### config.mk
export PLATFORM = sky130hd
export DESIGN_NAME = uart_baud_gen
export DESIGN_NICKNAME = d
export VERILOG_FILES = /design/src/rtl/uart_baud_gen.sv
export SDC_FILE = /design/constraint.sdc
export NUM_CORES = 1
export LEC_CHECK = 0
export ABC_CLOCK_PERIOD_IN_PS = 10300
export BUFFER_PORTS_ARGS = -buffer_cell sky130_fd_sc_hd__buf_2
export CAP_MARGIN = 10
export CORE_UTILIZATION = 30
export DETAILED_ROUTE_END_ITERATION = 8
export PLACE_DENSITY = 0.51
export SYNTH_ARGS = -nofsm -noshare
export SYNTH_HDL_FRONTEND = slang
export SYNTH_SLANG_ARGS = --single-unit
### constraint.sdc
create_clock -name baud_clk -period 10.3 [get_ports baud_clk]
set_clock_uncertainty 0.1 [all_clocks]
set_input_delay 0.515 -clock baud_clk [delete_from_list [all_inputs] [get_ports baud_clk]]
set_output_delay 0.515 -clock baud_clk [all_outputs]
set_load 0.03 [all_outputs]
### src/rtl/uart_baud_gen.sv
// Fractional baud-rate generator: produces oversample, bit-centre and bit-boundary
// strobes plus a bit-rate square wave from baud_clk, with glitch-free divisor reload.
module uart_baud_gen #(
    parameter int DIV_W  = 16,
    parameter int FRAC_W = 4,
    parameter int OSR    = 16
) (
    input  logic              baud_clk,
    input  logic              reset,
    input  logic              en_i,
    input  logic              load_i,
    input  logic [DIV_W-1:0]  div_int_i,
    input  logic [FRAC_W-1:0] div_frac_i,
    input  logic              restart_i,
    output logic              os_tick_o,
    output logic              mid_tick_o,
    output logic              bit_tick_o,
    output logic              baud_out_o
);
    localparam int OS_W = $clog2(OSR);

    generate
        if (FRAC_W < 1) begin : g_bad_frac
            $error("uart_baud_gen: FRAC_W must be at least 1");
        end
        if ((OSR < 4) || ((OSR & (OSR - 1)) != 0)) begin : g_bad_osr
            $error("uart_baud_gen: OSR must be a power of 2 and at least 4");
        end
    endgenerate

    logic [DIV_W-1:0]  act_int_q, act_int_d;
    logic [FRAC_W-1:0] act_frac_q, act_frac_d;
    logic [DIV_W-1:0]  sh_int_q, sh_int_d;
    logic [FRAC_W-1:0] sh_frac_q, sh_frac_d;
    logic              pend_q, pend_d;
    logic [DIV_W-1:0]  cnt_q, cnt_d;
    logic [FRAC_W-1:0] acc_q, acc_d;
    logic [OS_W-1:0]   os_cnt_q, os_cnt_d;
    logic              os_tick_q, os_tick_d;
    logic              mid_tick_q, mid_tick_d;
    logic              bit_tick_q, bit_tick_d;
    logic              baud_q, baud_d;

    logic              valid;
    logic              fire;
    logic              copy;
    logic [FRAC_W:0]   acc_sum;

    // cnt holds the edges still to go in the current interval minus one; the
    // tick fires on the edge that finds it at zero, then the next length is loaded.
    always_comb begin
        act_int_d  = act_int_q;
        act_frac_d = act_frac_q;
        sh_int_d   = sh_int_q;
        sh_frac_d  = sh_frac_q;
        pend_d     = pend_q;
        cnt_d      = cnt_q;
        acc_d      = acc_q;
        os_cnt_d   = os_cnt_q;
        baud_d     = baud_q;
        os_tick_d  = 1'b0;
        mid_tick_d = 1'b0;
        bit_tick_d = 1'b0;

        valid   = (act_int_q != '0);
        fire    = en_i && valid && !restart_i && (cnt_q == '0);
        copy    = pend_q && (fire || !en_i || restart_i);
        acc_sum = {1'b0, acc_q} + {1'b0, act_frac_q};

        if (copy) begin
            act_int_d  = sh_int_q;
            act_frac_d = sh_frac_q;
            pend_d     = 1'b0;
        end
        if (load_i) begin
            sh_int_d  = div_int_i;
            sh_frac_d = div_frac_i;
            pend_d    = 1'b1;
        end

        if (restart_i) begin
            // A divisor loaded together with restart bypasses the shadow.
            if (load_i) begin
                act_int_d  = div_int_i;
                act_frac_d = div_frac_i;
                pend_d     = 1'b0;
            end
            cnt_d    = (act_int_d == '0) ? '0 : act_int_d - DIV_W'(1);
            acc_d    = '0;
            os_cnt_d = '0;
            baud_d   = 1'b0;
        end else if (!valid) begin
            cnt_d    = '0;
            acc_d    = '0;
            os_cnt_d = '0;
        end else if (en_i) begin
            if (fire) begin
                os_tick_d  = 1'b1;
                mid_tick_d = (os_cnt_q == OS_W'(OSR / 2 - 1));
                bit_tick_d = (os_cnt_q == OS_W'(OSR - 1));
                os_cnt_d   = os_cnt_q + OS_W'(1);
                acc_d      = acc_sum[FRAC_W-1:0];
                cnt_d      = (act_int_d == '0) ? '0
                           : act_int_d - DIV_W'(1) + DIV_W'(acc_sum[FRAC_W]);
                baud_d     = baud_q ^ (mid_tick_d | bit_tick_d);
            end else begin
                cnt_d = cnt_q - DIV_W'(1);
            end
        end
    end

    always_ff @(posedge baud_clk or posedge reset) begin
        if (reset) begin
            act_int_q  <= DIV_W'(1);
            act_frac_q <= '0;
            sh_int_q   <= '0;
            sh_frac_q  <= '0;
            pend_q     <= 1'b0;
            cnt_q      <= '0;
            acc_q      <= '0;
            os_cnt_q   <= '0;
            os_tick_q  <= 1'b0;
            mid_tick_q <= 1'b0;
            bit_tick_q <= 1'b0;
            baud_q     <= 1'b0;
        end else begin
            act_int_q  <= act_int_d;
            act_frac_q <= act_frac_d;
            sh_int_q   <= sh_int_d;
            sh_frac_q  <= sh_frac_d;
            pend_q     <= pend_d;
            cnt_q      <= cnt_d;
            acc_q      <= acc_d;
            os_cnt_q   <= os_cnt_d;
            os_tick_q  <= os_tick_d;
            mid_tick_q <= mid_tick_d;
            bit_tick_q <= bit_tick_d;
            baud_q     <= baud_d;
        end
    end

    assign os_tick_o  = os_tick_q;
    assign mid_tick_o = mid_tick_q;
    assign bit_tick_o = bit_tick_q;
    assign baud_out_o = baud_q;

endmodule

==> impl_metrics.py, run 1 <==
metrics = {
    "run_status": {
        "outcome": "completed",
    },
    "floorplanning": {
        "die_area_sq_um": 16500,
        "pin_count": 29,
        "chipWidth_um": 128,
        "num_rows": 45,
        "initial_core_util_pct": 31.1,
        "fp.coreArea_sq_um": 15400,
        "fp.dieH_um": 128,
    },
    "pwr": {
        "seqPwrFrac_pct": 40.1,
        "p_sw_share_pct": 33.1,
        "p_clk_share_pct": 37.1,
        "power.switching_uw": 284,
        "p_leak_uw": 0.00219,
        "comb_power_share_pct": 22.8,
        "ir_drop_uv": 78.5,
        "intPower_uw": 575,
        "power_per_cell_area_nw_per_um2": 158,
    },
    "layout": {
        "drive_above_1_share_pct": 12.9,
        "layout-area-overhead-vs-synth_pct": 13.3,
        "design_area_sq_um": 5440,
        "fin_nets": 629,
        "num_antenna_cells": 0,
        "instances_no_fill": 808,
    },
    "clock_network": {
        "clk_pin_slew_worst_paths_ns": 0.06,
        "root_buffer": "clkbuf_16",
        "cts_tree": "built",
        "h-tree-depth": 3,
        "cts_resized": 0,
        "clock_sinks": 69,
        "hold_buffers": 0,
        "ctsLongestPathBuffers": 2,
        "cts_setup_buffers": 0,
        "numCtsBuffers": 9,
        "clk_latency_ns": 0.34,
    },
    "place": {
        "place_inst": 792,
        "hpwl_um": 10800,
        "io_buffers": 28,
        "place_congestion": 0.947,
        "postPlaceCellArea_sq_um": 5130,
    },
    "detailed_routing": {
        "vias_per_cell": 5.62,
        "postRouteAntennaNets": 0,
        "num_vias": 4540,
        "wl_per_cell_um": 18.4,
        "drt-initial-drc-count": 407,
        "drt-total-wl_um": 14900,
        "drc": 0,
        "first_pass_iters": 6,
    },
    "hold_path": {
        "worst_hold_path_type": "in2reg",
    },
    "yosys": {
        "synth_top_cell_by_area": "dfrtp_1",
        "synth-seq-cells": 69,
        "synth_edf_count": 0,
        "synth_area_leaders": "dfrtp_1 35%, nand2_1 5.0%, nor2_1 4.7%",
        "syn_nets": 613,
        "synth_most_common_cell": "dfrtp_1",
        "netlist_top_cells_count": "68 x dfrtp_1, 64 x nand2_1, 60 x nor2_1, 44 x o21ai_0, 43 x a21oi_1",
        "ys_warn_count": 0,
        "async_reset_ff_share_pct": 100,
        "postSynthCellCount": 576,
        "ys_seq_area_share_pct": 36.0,
        "synth_top_area_share_pct": 35.5,
        "synth_ff_type": "dfrtp_1",
        "syn_area_sq_um": 4800,
        "ys_types": 67,
        "synth.avg_cell_area_sq_um": 8.33,
    },
    "setup_path": {
        "cp_cell_sequence": "or4_4, nor4_2, nand3_1, nand2_1, buf_4, mux2i_1, ha_1, ha_1, o2111ai_1, nor4_1, xnor2_1, o211ai_1, o211ai_1",
        "worstPathRequired_ns": 10.38,
        "critical_path_buf_inv_count": 1,
        "critPathLaunchType": "register",
        "crit_fanout": 16,
        "crit_arrival_ns": 5.70,
        "cpLargestDelayFamily": "simple AND/OR/NAND/NOR gates",
        "cp_slowest_cell": "nand2_1",
        "path_class": "reg2reg",
        "worst_path_largest_cell_delay_ns": 0.70,
        "critPathCaptureType": "register",
    },
    "global_routing": {
        "antenna_found_initial": 0,
        "grt_use_total_pct": 18.8,
        "overflow": 0,
        "grt_pass1_wl_um": 23700,
        "grt_pass1_vias": 4260,
        "grt_max_degree": 70,
    },
    "job": {
        "drv_cap": 0,
    },
    "sta": {
        "rsz0062_at_grt": "no",
        "finalSetupTns_ns": 0,
        "finalCriticalPeriod_ns": 5.62,
        "relSlewSlack_pct": 35.7,
        "period_share_pct": 54.6,
        "hold_slack_ns": 0.314,
        "setup_viol": 0,
        "tightest_slew_ns": 0.953,
        "fmax_ghz": 0.178,
        "hold_viol": 0,
        "finalMaxSlewViolations": 0,
    },
}
-- logic make-up (layout without fill, tap and decap cells) --
family	after synthesis	count (layout)	synth area share (%)
AOI/OAI and AO/OA	170	170	22.8
xor gates and xnor gates	33	33	6.03
adders and majority gates	12	12	3.29
buffers and inverters	45	66	3.60
DFF	69	69	36.0
muxes	21	21	4.72
and+or+nand+nor	226	226	23.5
-- through the flow --
step	setup WS (ns)	util [%]	total power, uW
6_report	4.68	35.2	859
5_1_grt	4.42	35.2	904
4_1_cts	4.82	35.2	862
3_5_place_dp	4.86	33.3	539
3_3_place_gp	5.07	33.3	539
2_1_floorplan	5.80	-	474
-- worst reg2reg max path, delay by kind of cell, from the launching register on --
kind,cells,cell delay (ns)
AO/OA/AOI/OAI,3,0.62
XOR/XNOR,1,0.13
adder cells (fa/ha/maj),2,0.59
buffers and inverters,1,0.33
flip-flops,1,0.42
multiplexers,1,0.35
AND/OR/NAND/NOR,5,2.91
-- final timing paths --
check                              startpoint           end  slack, ns  cells past startpoint
min in group asynchronous               reset     cnt_q[13]       0.34                      3
worst max-delay path             act_int_q[6]     cnt_q[14]       4.68                     13
max in group asynchronous               reset  act_int_q[1]       9.14                      3
worst min register to register    os_cnt_q[3]    mid_tick_o       0.33                      1
worst min-delay path            div_int_i[12]  sh_int_q[12]       0.31                      3
worst max register to register   act_int_q[6]     cnt_q[14]       4.68                     13
-- sequential cells by signal, indices dropped and copies added, names as in the netlist, 4 cells and up --
signal and flops:
act_int_q 16, acc_q 4, cnt_q 16, sh_frac_q 4
sh_int_q 16, os_cnt_q 4, act_frac_q 4
-- layout make-up --
cell class / instances / area [sq um]
Fill cell: 1606 / 9990
Multi-Input combinational cell: 462 / 2900
Sequential cell: 69 / 1730
Tap cell: 211 / 264
Clock buffer: 11 / 243
Timing Repair Buffer: 34 / 185
Inverter: 16 / 60.1
Clock inverter: 5 / 58.8
-- per-layer routing --
layer | routed length [um] | track usage, % | vias up
li1 | - | - | 2137
met4 | 338 | 7.96 | 0
met5 | 0 | 0 | -
met3 | 1000 | 2.79 | 24
met2 | 6660 | 28.6 | 197
met1 | 6870 | 26.5 | 2182
-- layout by cell type (no fill, tap or decap), types with 11 or more instances in the layout --
cell type,netlist,final
ha_1,11,11
or3_1,12,12
nor2_1,60,60
a21oi_1,43,43
a31oi_1,14,14
dfrtp_1,68,68
xor2_1,14,14
buf_2,3,28
nor3_1,27,27
xnor2_1,19,19
mux2_2,13,13
o21ai_0,44,44
nand2_1,64,64
inv_1,14,13
-- power groups by stage --
stage	clock [uW]	combinational, uW	sequential, uW
after floorplan	0	139	335
after global placement	0	192	347
after detailed placement	0	192	348
after CTS	325	193	343
after global routing	338	217	350
final	318	196	344
Power figures use the tool's default switching activity.
==> run 2: changes to the inputs <==
--- a/config.mk
+++ b/config.mk
@@ -5,12 +5,12 @@
 export SDC_FILE = /design/constraint.sdc
 export NUM_CORES = 1
 export LEC_CHECK = 0
-export ABC_CLOCK_PERIOD_IN_PS = 10300
+export ABC_CLOCK_PERIOD_IN_PS = 4670
 export BUFFER_PORTS_ARGS = -buffer_cell sky130_fd_sc_hd__buf_2
 export CAP_MARGIN = 10
 export CORE_UTILIZATION = 30
 export DETAILED_ROUTE_END_ITERATION = 8
-export PLACE_DENSITY = 0.51
+export PLACE_DENSITY = 0.53
 export SYNTH_ARGS = -nofsm -noshare
 export SYNTH_HDL_FRONTEND = slang
 export SYNTH_SLANG_ARGS = --single-unit
==> constraint.sdc (replaced) <==
create_clock -name baud_clk -period 4.67 [get_ports baud_clk]
set_clock_uncertainty 0.1 [all_clocks]
set_input_delay 0.2335 -clock baud_clk [delete_from_list [all_inputs] [get_ports baud_clk]]
set_output_delay 0.2335 -clock baud_clk [all_outputs]
set_load 0.03 [all_outputs]
==> impl_metrics.py, run 2 (synthesized netlist as in run 1, its figures left out) <==
metrics = {
    "sta": {
        "finalCriticalPeriod_ns": 4.15,
        "relSlewSlack_pct": 44.0,
        "period_share_pct": 88.9,
        "finalSetupTns_ns": 0,
        "finalMaxSlewViolations": 0,
        "fmax_ghz": 0.241,
        "setup_viol": 0,
        "tightest_slew_ns": 0.839,
        "rsz0062_at_grt": "no",
        "hold_viol": 0,
    },
    "setup_path": {
        "cp_slowest_cell": "o41ai_4",
        "reg2reg_from": "act_int_q[6]",
        "regToRegEndpoint": "cnt_q[1]",
        "crit_arrival_ns": 4.24,
        "worstPathRequired_ns": 4.75,
        "crit_fanout": 9,
        "r2r_slack_ns": 0.52,
        "worst_path_largest_cell_delay_ns": 0.62,
        "critPathLaunchType": "register",
        "critPathCaptureType": "register",
        "path_common_cell": "or4_4",
        "r2r_cells": 10,
        "path_class": "reg2reg",
        "cp_cell_sequence": "or4_4, or4_4, nor3_4, nor4_1, or4_1, or2_1, o41ai_4, buf_4, nor2_1, a2bb2oi_1",
    },
    "layout": {
        "layout_common_cells": "68 x dfrtp_1, 64 x nand2_1, 60 x nor2_1",
        "final_common_cell": "dfrtp_1",
        "num_antenna_cells": 0,
        "drive_above_1_share_pct": 14.3,
        "layout-area-overhead-vs-synth_pct": 15.3,
        "top_regs": "act_int_q: 16 flops, cnt_q: 16 flops, sh_int_q: 16 flops",
        "instances_no_fill": 821,
        "fin_nets": 642,
    },
    "floorplanning": {
        "pin_count": 29,
        "num_rows": 45,
        "fp.coreArea_sq_um": 15400,
        "chipWidth_um": 128,
        "initial_core_util_pct": 31.1,
        "fp.dieH_um": 128,
        "die_area_sq_um": 16500,
    },
    "global_routing": {
        "overflow": 0,
        "grt_pass1_wl_um": 24300,
        "antenna_found_initial": 0,
        "grt_pass1_vias": 4422,
        "grt_use_total_pct": 19.3,
        "grt_max_degree": 38,
    },
    "detailed_routing": {
        "met1Wirelength_um": 7170,
        "drt-initial-drc-count": 419,
        "routed-wl-met2_um": 6720,
        "drt-total-wl_um": 15100,
        "vias_per_cell": 5.66,
        "top_layer": "met4",
        "first_pass_iters": 5,
        "wl_per_cell_um": 18.4,
        "postRouteAntennaNets": 0,
        "num_vias": 4644,
        "wl_met3_um": 822,
        "drc": 0,
    },
    "place": {
        "place_inst": 804,
        "place_congestion": 0.914,
        "io_buffers": 28,
        "hpwl_um": 11400,
    },
    "pwr": {
        "comb_power_share_pct": 23.6,
        "p_clk_share_pct": 36.3,
        "power.switching_uw": 616,
        "seqPwrFrac_pct": 40.0,
        "p_leak_uw": 0.00225,
        "power_per_cell_area_nw_per_um2": 343,
        "ir_drop_uv": 188,
        "p_sw_share_pct": 32.6,
        "intPower_uw": 1280,
    },
    "clock_network": {
        "h-tree-depth": 3,
        "root_buffer": "clkbuf_16",
        "cts_resized": 0,
        "hold_buffers": 1,
        "clk_latency_ns": 0.34,
        "numCtsBuffers": 9,
        "clk_pin_slew_worst_paths_ns": 0.06,
        "clock_sinks": 69,
        "cts_setup_buffers": 0,
        "cts_tree": "built",
        "ctsLongestPathBuffers": 2,
    },
    "hold_path": {
        "hold_start": "div_int_i[12]",
        "hold_depth": 3,
        "worst_hold_path_type": "in2reg",
        "whs_endpoint": "sh_int_q[12]",
    },
    "run_status": {
        "outcome": "completed",
    },
    "job": {
        "drv_cap": 0,
    },
}
==> run 2: changes by cell type in the layout (fill, tap and decap cells not counted) <==
cell,change
buf_4,+12
clkbuf_1,+2
clkinv_2,-1
dlygate4sd3_1,+1
inv_6,-1
==> run 2: metal layers <==
metal	vias to the layer above	GRT usage (%)
met5	-	0
met4	0	8.30
met3	28	2.62
met2	166	29.6
met1	2278	27.3
li1	2172	-
==> run 2: layout make-up <==
class | instances | area [sq um]
fill | 1653 | 9900
tap | 211 | 264
multi-input combinational | 462 | 2900
clock buffer | 13 | 250
inverter | 16 | 60.1
sequential | 69 | 1730
timing repair buffer | 47 | 285
clock inverter | 3 | 45.0
==> run 2: how the worst max path moves through the flow <==
stage                             from         to  slack [ns]  depth (start not counted)
final                     act_int_q[6]   cnt_q[1]        0.52                         10
after global routing      act_int_q[6]   cnt_q[5]        0.36                          9
after CTS                 act_int_q[6]   cnt_q[1]        0.54                         10
after detailed placement  act_int_q[6]   cnt_q[1]        0.56                         10
after global placement    act_int_q[6]   cnt_q[1]        0.62                         10
after floorplan           act_int_q[6]  cnt_q[14]        0.17                         15
==> run 2: critical path: cells and delay by family (launching register included) <==
| family | cells | cell delay [ns] |
|---|---|---|
| buffers and inverters | 1 | 0.25 |
| AOI/OAI and AO/OA | 2 | 0.74 |
| and+or+nand+nor | 7 | 2.51 |
| DFF | 1 | 0.41 |
==> run 2: power by group through the flow <==
stage	logic, uW	registers (uW)	clock network [uW]
detailed placement	438	766	0
global route	492	767	733
floorplan	307	738	0
finish	447	758	688
CTS	442	755	702
global placement	438	762	0
==> run 2: metrics by stage <==
step	area, sq um	power [uW]	hold slack [ns]	util [%]	setup WS [ns]
after global placement	5220	1200	0.323	33.9	0.617
final	5530	1890	0.0361	35.8	0.517
after floorplan	4800	1050	0.197	-	0.166
after detailed placement	5220	1200	0.335	33.9	0.561
after global routing	5530	1990	0.0455	35.8	0.359
after CTS	5530	1900	0.0325	35.8	0.542
